`src/rtl/flp_min_stream.sv`:
```
// Streaming sign-magnitude floating-point minimum reducer.
// Tracks the minimum non-NaN value, the index of its first occurrence, the beat count and a
// sticky NaN flag across a packet, then presents one result beat.
module flp_min_stream #(
  parameter int unsigned Bits  = 32,
  parameter int unsigned EXP_W = 8,
  parameter int unsigned IDX_W = 16
) (
  input  logic             clk,
  input  logic             rst_n,
  input  logic             s_valid,
  output logic             s_ready,
  input  logic [Bits-1:0]  s_data,
  input  logic             s_last,
  output logic             m_valid,
  input  logic             m_ready,
  output logic [Bits-1:0]  m_min,
  output logic [IDX_W-1:0] m_idx,
  output logic [IDX_W-1:0] m_count,
  output logic             m_nan
);

  localparam int unsigned MAN_W = Bits - 1 - EXP_W;
  localparam logic [IDX_W-1:0] IdxMax = '1;
  localparam logic [Bits-1:0] QNan = {1'b0, {EXP_W{1'b1}}, 1'b1, {(MAN_W-1){1'b0}}};

  typedef enum logic [1:0] {StIdle, StAcc, StOut} state_e;

  state_e           state_q;
  logic             s_ready_q;
  logic             m_valid_q;
  logic [Bits-1:0]  m_min_q;
  logic [IDX_W-1:0] m_idx_q;
  logic [IDX_W-1:0] m_count_q;
  logic             m_nan_q;

  // Packet accumulators
  logic [Bits-1:0]  min_q;
  logic [IDX_W-1:0] best_q;
  logic [IDX_W-1:0] cnt_q;
  logic             have_q;
  logic             nan_q;

  logic             accept;
  logic             in_nan;
  logic             less;
  logic             take;
  logic [Bits-1:0]  min_d;
  logic [IDX_W-1:0] best_d;
  logic [IDX_W-1:0] cnt_d;
  logic             have_d;
  logic             nan_d;

  assign accept = s_valid & s_ready_q;
  assign in_nan = (&s_data[Bits-2 -: EXP_W]) & (|s_data[MAN_W-1:0]);

  always_comb begin
    less = 1'b0;
    if (s_data[Bits-1] != min_q[Bits-1]) begin
      less = s_data[Bits-1];
    end else if (!s_data[Bits-1]) begin
      less = s_data[Bits-2:0] < min_q[Bits-2:0];
    end else begin
      // Both negative: larger magnitude is the smaller value
      less = s_data[Bits-2:0] > min_q[Bits-2:0];
    end
  end

  always_comb begin
    take   = !in_nan && (!have_q || less);
    min_d  = take ? s_data : min_q;
    best_d = take ? cnt_q : best_q;
    cnt_d  = (cnt_q == IdxMax) ? IdxMax : cnt_q + 1'b1;
    have_d = have_q | ~in_nan;
    nan_d  = nan_q | in_nan;
  end

  always_ff @(posedge clk or negedge rst_n) begin
    if (!rst_n) begin
      state_q   <= StIdle;
      s_ready_q <= 1'b0;
      m_valid_q <= 1'b0;
      m_min_q   <= '0;
      m_idx_q   <= '0;
      m_count_q <= '0;
      m_nan_q   <= 1'b0;
      min_q     <= '0;
      best_q    <= '0;
      cnt_q     <= '0;
      have_q    <= 1'b0;
      nan_q     <= 1'b0;
    end else begin
      unique case (state_q)
        StIdle, StAcc: begin
          s_ready_q <= 1'b1;
          if (accept) begin
            if (s_last) begin
              state_q   <= StOut;
              s_ready_q <= 1'b0;
              m_valid_q <= 1'b1;
              m_min_q   <= have_d ? min_d : QNan;
              m_idx_q   <= have_d ? best_d : '0;
              m_count_q <= cnt_d;
              m_nan_q   <= nan_d;
              min_q     <= '0;
              best_q    <= '0;
              cnt_q     <= '0;
              have_q    <= 1'b0;
              nan_q     <= 1'b0;
            end else begin
              state_q <= StAcc;
              min_q   <= min_d;
              best_q  <= best_d;
              cnt_q   <= cnt_d;
              have_q  <= have_d;
              nan_q   <= nan_d;
            end
          end
        end
        StOut: begin
          if (m_ready) begin
            state_q   <= StIdle;
            m_valid_q <= 1'b0;
            s_ready_q <= 1'b1;
          end
        end
        default: state_q <= StIdle;
      endcase
    end
  end

  assign s_ready = s_ready_q;
  assign m_valid = m_valid_q;
  assign m_min   = m_min_q;
  assign m_idx   = m_idx_q;
  assign m_count = m_count_q;
  assign m_nan   = m_nan_q;

endmodule

```
`config.mk`:
```
export PLATFORM = sky130hd
export DESIGN_NAME = flp_min_stream
export DESIGN_NICKNAME = d
export VERILOG_FILES = /design/src/rtl/flp_min_stream.sv
export SDC_FILE = /design/constraint.sdc
export NUM_CORES = 1
export LEC_CHECK = 0
export CAP_MARGIN = 40
export CORE_ASPECT_RATIO = 2
export CORE_MARGIN = 2
export CORE_UTILIZATION = 50
export CTS_BUF_LIST = sky130_fd_sc_hd__clkbuf_8
export DETAILED_ROUTE_END_ITERATION = 10
export PLACE_DENSITY = 0.73
export SKIP_CTS_REPAIR_TIMING = 1
export SLEW_MARGIN = 40
export SYNTH_ARGS = -nofsm -noshare
export SYNTH_HDL_FRONTEND = slang
export SYNTH_SLANG_ARGS = --single-unit
```
`constraint.sdc`:
```
create_clock -name clk -period 3.1 [get_ports clk]
set_clock_uncertainty 0.2 [all_clocks]
set_input_delay 0.62 -clock clk [delete_from_list [all_inputs] [get_ports clk]]
set_output_delay 0.62 -clock clk [all_outputs]
set_load 0.01 [all_outputs]
```
==> results of run 1 <==
==> worst max path at each step <==
stage / to / slack (ns)
after CTS: best_q[0] / -0.11
after global placement: best_q[9] / -0.50
after floorplan: m_min[10] / 0.21
final: min_q[23] / 0.05
after detailed placement: best_q[4] / -0.59
after global routing: m_min[17] / -0.02
==> area by class of cell <==
type | count | area (um2) | share of cell area
Clock buffer | 17 | 234 | 0.0217
Clock inverter | 15 | 158 | 0.0146
Inverter | 67 | 251 | 0.0234
Multi-Input combinational cell | 611 | 4400 | 0.408
Sequential cell | 135 | 3380 | 0.314
Tap cell | 204 | 255 | 0.0237
Timing Repair Buffer | 216 | 2090 | 0.194
==> placed cells by master (no fill, tap or decap), types with 34 or more instances in the layout <==
cell type / Yosys / final
inv_1: 67 / 69
dfrtp_1: 135 / 135
nand3_1: 52 / 52
clkdlybuf4s50_1: 0 / 94
nor2_1: 40 / 37
nand4_1: 34 / 34
a32oi_1: 38 / 38
nand2_1: 73 / 72
buf_4: 4 / 97
o211ai_1: 56 / 56
==> critical path, stage by stage <==
cell	delay, ns
clkdlybuf4s50_1	0.46
ha_1	0.36
a21oi_1	0.19
a21boi_1	0.12
a211oi_2	0.29
o221ai_2	0.17
a21o_1	0.22
buf_4	0.19
or4_4	0.48
o211ai_2	0.14
==> per-stage QoR <==
stage / cells / cell area [um2] / setup slack [ns] / hold WS, ns / TNS [ns]
after CTS: 1260 / 10500 / -0.114 / -0.0651 / -3.65
after global routing: 1265 / 10800 / -0.0174 / 0.322 / -0.131
final: 1265 / 10800 / 0.0476 / 0.295 / 0
after detailed placement: 1228 / 10200 / -0.590 / 0.261 / -47.68
after global placement: 1228 / 10200 / -0.502 / 0.270 / -40.69
after floorplan: 902 / 8230 / 0.211 / 0.124 / 0
==> flip-flops by register name (all words and copies together) (netlist names) <==
signal,flops
state_q,2
m_count,16
s_ready,1
nan_q,1
min_q,32
cnt_q,16
m_idx,16
m_valid,1
best_q,16
have_q,1
m_nan,1
m_min,32
==> kinds of logic after synthesis <==
logic type / synth area share
buffers and inverters: 0.0786
XOR/XNOR: 0.00958
flip-flops: 0.411
adder cells (fa/ha/maj): 0.0487
AND/OR/NAND/NOR: 0.174
AO/OA/AOI/OAI: 0.279
==> where the power goes <==
group	switching, uW	internal (uW)
registers	252	2100
logic	1140	1110
clock network	773	716
total	2170	3920
==> layer usage <==
layer / global-route usage / wire (um)
met2: 0.539 / 14300
met5: 0 / 0
met4: 0.208 / 1490
met3: 0.0427 / 1340
met1: 0.336 / 9010
==> results.json, run 1 <==
{
  "dp_hpwl_um": 17900,
  "cp-start-kind": "input port",
  "fp.dieW_um": 94.7,
  "crit_start": "s_data[13]",
  "synth_area_per_cell_um2": 9.12,
  "synth-seq-cells": 135,
  "hold_viol_final": 0,
  "irDropWorstVdd_mv": 0.439,
  "yosysMostFrequentCell": "dfrtp_1",
  "drt_iter0_markers": 488,
  "drc": 0,
  "maxCapViolations": 0,
  "worstPathMaxFanout": 9,
  "nNetsFinal": 1117,
  "cts_inserted_buffers": 17,
  "ys_types": 58,
  "syn_nets": 971,
  "cts_max_path_buffers": 2,
  "grt_pass1_wl_um": 42000,
  "seq_area_frac_synth": 0.411,
  "clk_latency_ns": 0.46,
  "syn_inst": 902,
  "die-height_um": 185,
  "fin_util": 0.665,
  "yosys.area.top_type": "dfrtp_1",
  "slew_violations": 0,
  "yosys_most_used_dff": "dfrtp_1",
  "area_delta_synth_final_pct": 30.8,
  "cts_root_buffer": "clkbuf_8",
  "wl_per_cell_um": 20.7,
  "dieArea_um2": 17600,
  "rsz0062_at_grt": "yes",
  "holdPathStages": 2,
  "portBuffers": 103,
  "p_leak_uw": 0.00452,
  "pin_count": 104,
  "min_period_over_period": 0.985,
  "fillers": 1348,
  "core_um2": 16200,
  "gr-total-overflow": 0,
  "rr_worst_depth": 11,
  "status": "complete, no violations",
  "grt_usage": 0.308,
  "worstReg2RegEnd": "min_q[23]",
  "layout-drive-gt1-share": 0.191,
  "grt_pass1_vias": 8263,
  "start_util": 0.508,
  "grt_max_degree": 62,
  "clk_pin_slew_worst_paths_ns": 0.09,
  "powerDensity_nw_per_um2": 566,
  "viasPerCell": 6.42,
  "ctsHtreeMaxLevel": 4,
  "min_period_ns": 3.05,
  "worstPathArrival_ns": 3.24,
  "synth_common_cells": "dfrtp_1 (135), nand2_1 (73), inv_1 (67)",
  "max-slew-margin-rel": 0.577,
  "cts_sinks": 135,
  "drt_pass1_iterations": 5,
  "tightest_slew_ns": 0.634,
  "wl_um": 26100,
  "r2r_slack_ns": 0.23,
  "required_ns": 3.29,
  "hold_start": "m_nan",
  "async_flop_share": 1.00,
  "antenna_left": 0,
  "fmax_mhz": 328,
  "setup_viol": 0,
  "fin_total_pwr_uw": 6090,
  "n_antenna_cell": 0,
  "vias": 8119,
  "worstSetupPathType": "in -> reg",
  "reg2reg_from": "min_q[18]",
  "synth_area_um2": 8230,
  "cts_tree": "built",
  "synth_edf_count": 0,
  "hp-class": "reg -> reg",
  "yosysWarnings": 0,
  "yosys-top-cells-area": "dfrtp_1 (41%), o32ai_2 (5.7%), o211ai_1 (5.1%)",
  "holdPathEnd": "m_nan",
  "antenna_found_initial": 0,
  "synth_top_cell_area_share": 0.411,
  "critical_path.endpoint_type": "flip-flop",
  "gp_congestion": 0.921,
  "rows": 66
}
Power figures use the tool's default switching activity.
==> run 2, diff against run 1 <==
Settings changed: CORE_ASPECT_RATIO 2 to 0.8.
==> results.json, run 2 (same netlist as run 1, synthesis figures left out) <==
{
  "tightest_slew_ns": 0.823,
  "clk_latency_ns": 0.46,
  "cts_tree": "built",
  "gp_congestion": 0.854,
  "finalNonFillerCells": 1277,
  "min_period_ns": 3.04,
  "mostFrequentLayoutCells": "dfrtp_1 (135), buf_4 (98), clkdlybuf4s50_1 (95)",
  "timing.final.ws_setup_ns": 0.0630,
  "portBuffers": 103,
  "layout_commonest_cell": "dfrtp_1",
  "area_delta_synth_final_pct": 30.8,
  "path_cells": "clkdlybuf4s50_1 -> ha_1 -> nand4_1 -> buf_4 -> nor4_4 -> buf_4 -> nand3_1 -> o221ai_4 -> buf_4 -> a21oi_4 -> buf_12 -> buf_4 -> nand3_1 -> o211ai_1",
  "core_um2": 16000,
  "p_leak_uw": 0.00454,
  "wl_per_cell_um": 18.7,
  "cts_inserted_buffers": 17,
  "irDropWorstVdd_mv": 0.337,
  "cp-start-kind": "input port",
  "seq_area_um2": 3380,
  "met3_length_um": 1870,
  "drc": 0,
  "worstSetupPathType": "in -> reg",
  "grt_usage": 0.276,
  "clk_pin_slew_worst_paths_ns": 0.07,
  "cts_root_buffer": "clkbuf_8",
  "max-slew-margin-rel": 0.451,
  "critPathBufInv": 6,
  "place_inst": 1240,
  "dpl_worst_slack_ns": -0.519,
  "powerDensity_nw_per_um2": 560,
  "dr.max_layer_used": "met4",
  "critical_path.max_stage_delay_ns": 0.45,
  "fin_util": 0.674,
  "fmax_mhz": 329,
  "fin_total_pwr_uw": 6030,
  "critPathSlowestCell": "clkdlybuf4s50_1",
  "nNetsFinal": 1119,
  "pin_count": 104,
  "fillers": 1251,
  "grt_max_degree": 66,
  "rows": 41,
  "grt_pass1_vias": 7426,
  "maxCapViolations": 0,
  "wl_met1_um": 11100,
  "cts_sinks": 135,
  "dieArea_um2": 17500,
  "start_util": 0.516,
  "antenna_left": 0,
  "grt_pass1_wl_um": 38900,
  "cts_max_path_buffers": 2,
  "status": "complete, no violations",
  "fp.dieW_um": 147,
  "worstPathArrival_ns": 3.17,
  "antenna_found_initial": 0,
  "n_antenna_cell": 0,
  "die-height_um": 119,
  "slew_violations": 0,
  "required_ns": 3.23,
  "critPathMostFrequentCell": "buf_4",
  "setup_viol": 0,
  "critical_path.endpoint_type": "flip-flop",
  "worstPathMaxFanout": 15,
  "hold_viol_final": 0,
  "wl_um": 23900,
  "viasPerCell": 6.21,
  "fin_setup_tns_ns": 0,
  "dp_hpwl_um": 16000,
  "min_period_over_period": 0.980,
  "gr-total-overflow": 0,
  "hp-class": "reg -> reg",
  "drt_iter0_markers": 805,
  "vias": 7925,
  "wl_met2_um": 10600,
  "drt_pass1_iterations": 6,
  "ctsHtreeMaxLevel": 4,
  "multi_input_area_um2": 4380,
  "layout-drive-gt1-share": 0.191,
  "path_delay_family": "buffers and inverters"
}
[run 2: worst min-delay path: cells and delay by family (launching register included)]
family,cells,cell delay (ns)
flops,1,0.34
simple gates,2,0.10
[run 2: path summary, 6_finish.rpt]
| kind | startpoint | end | slack [ns] | depth (start not counted) |
|---|---|---|---|---|
| max reg2reg | min_q[21] | m_idx[2] | 0.22 | 14 |
| min reg2reg | m_nan | m_nan | 0.26 | 2 |
| max | s_data[21] | m_idx[2] | 0.06 | 14 |
| min in group asynchronous | rst_n | cnt_q[12] | 0.53 | 2 |
| max in group asynchronous | rst_n | m_min[25] | 1.40 | 3 |
| min | m_nan | m_nan | 0.26 | 2 |
[run 2: power by group]
group | internal, uW | switching [uW] | leakage [uW] | total (uW)
Sequential | 2100 | 252 | 0.00176 | 2350
Clock | 808 | 685 | 0.000208 | 1490
Combinational | 1080 | 1100 | 0.00258 | 2180
[run 2: metal layers]
layer,up-vias,track usage
li1,3699,-
met4,0,0.0661
met2,353,0.403
met3,31,0.0541
met5,-,0
met1,3842,0.421
[run 2: area by class of cell]
type | count | share of cell area
Clock buffer | 22 | 0.0281
Sequential cell | 135 | 0.314
Timing Repair Buffer | 217 | 0.193
Inverter | 67 | 0.0234
Clock inverter | 9 | 0.00919
Tap cell | 215 | 0.0250
Multi-Input combinational cell | 612 | 0.407
[run 2: through the flow]
step / instance area, um2 / hold slack [ns]
after floorplan: 8230 / 0.124
after CTS: 10600 / -0.0338
final: 10800 / 0.265
after global placement: 10200 / 0.251
after global routing: 10800 / 0.331
after detailed placement: 10200 / 0.256
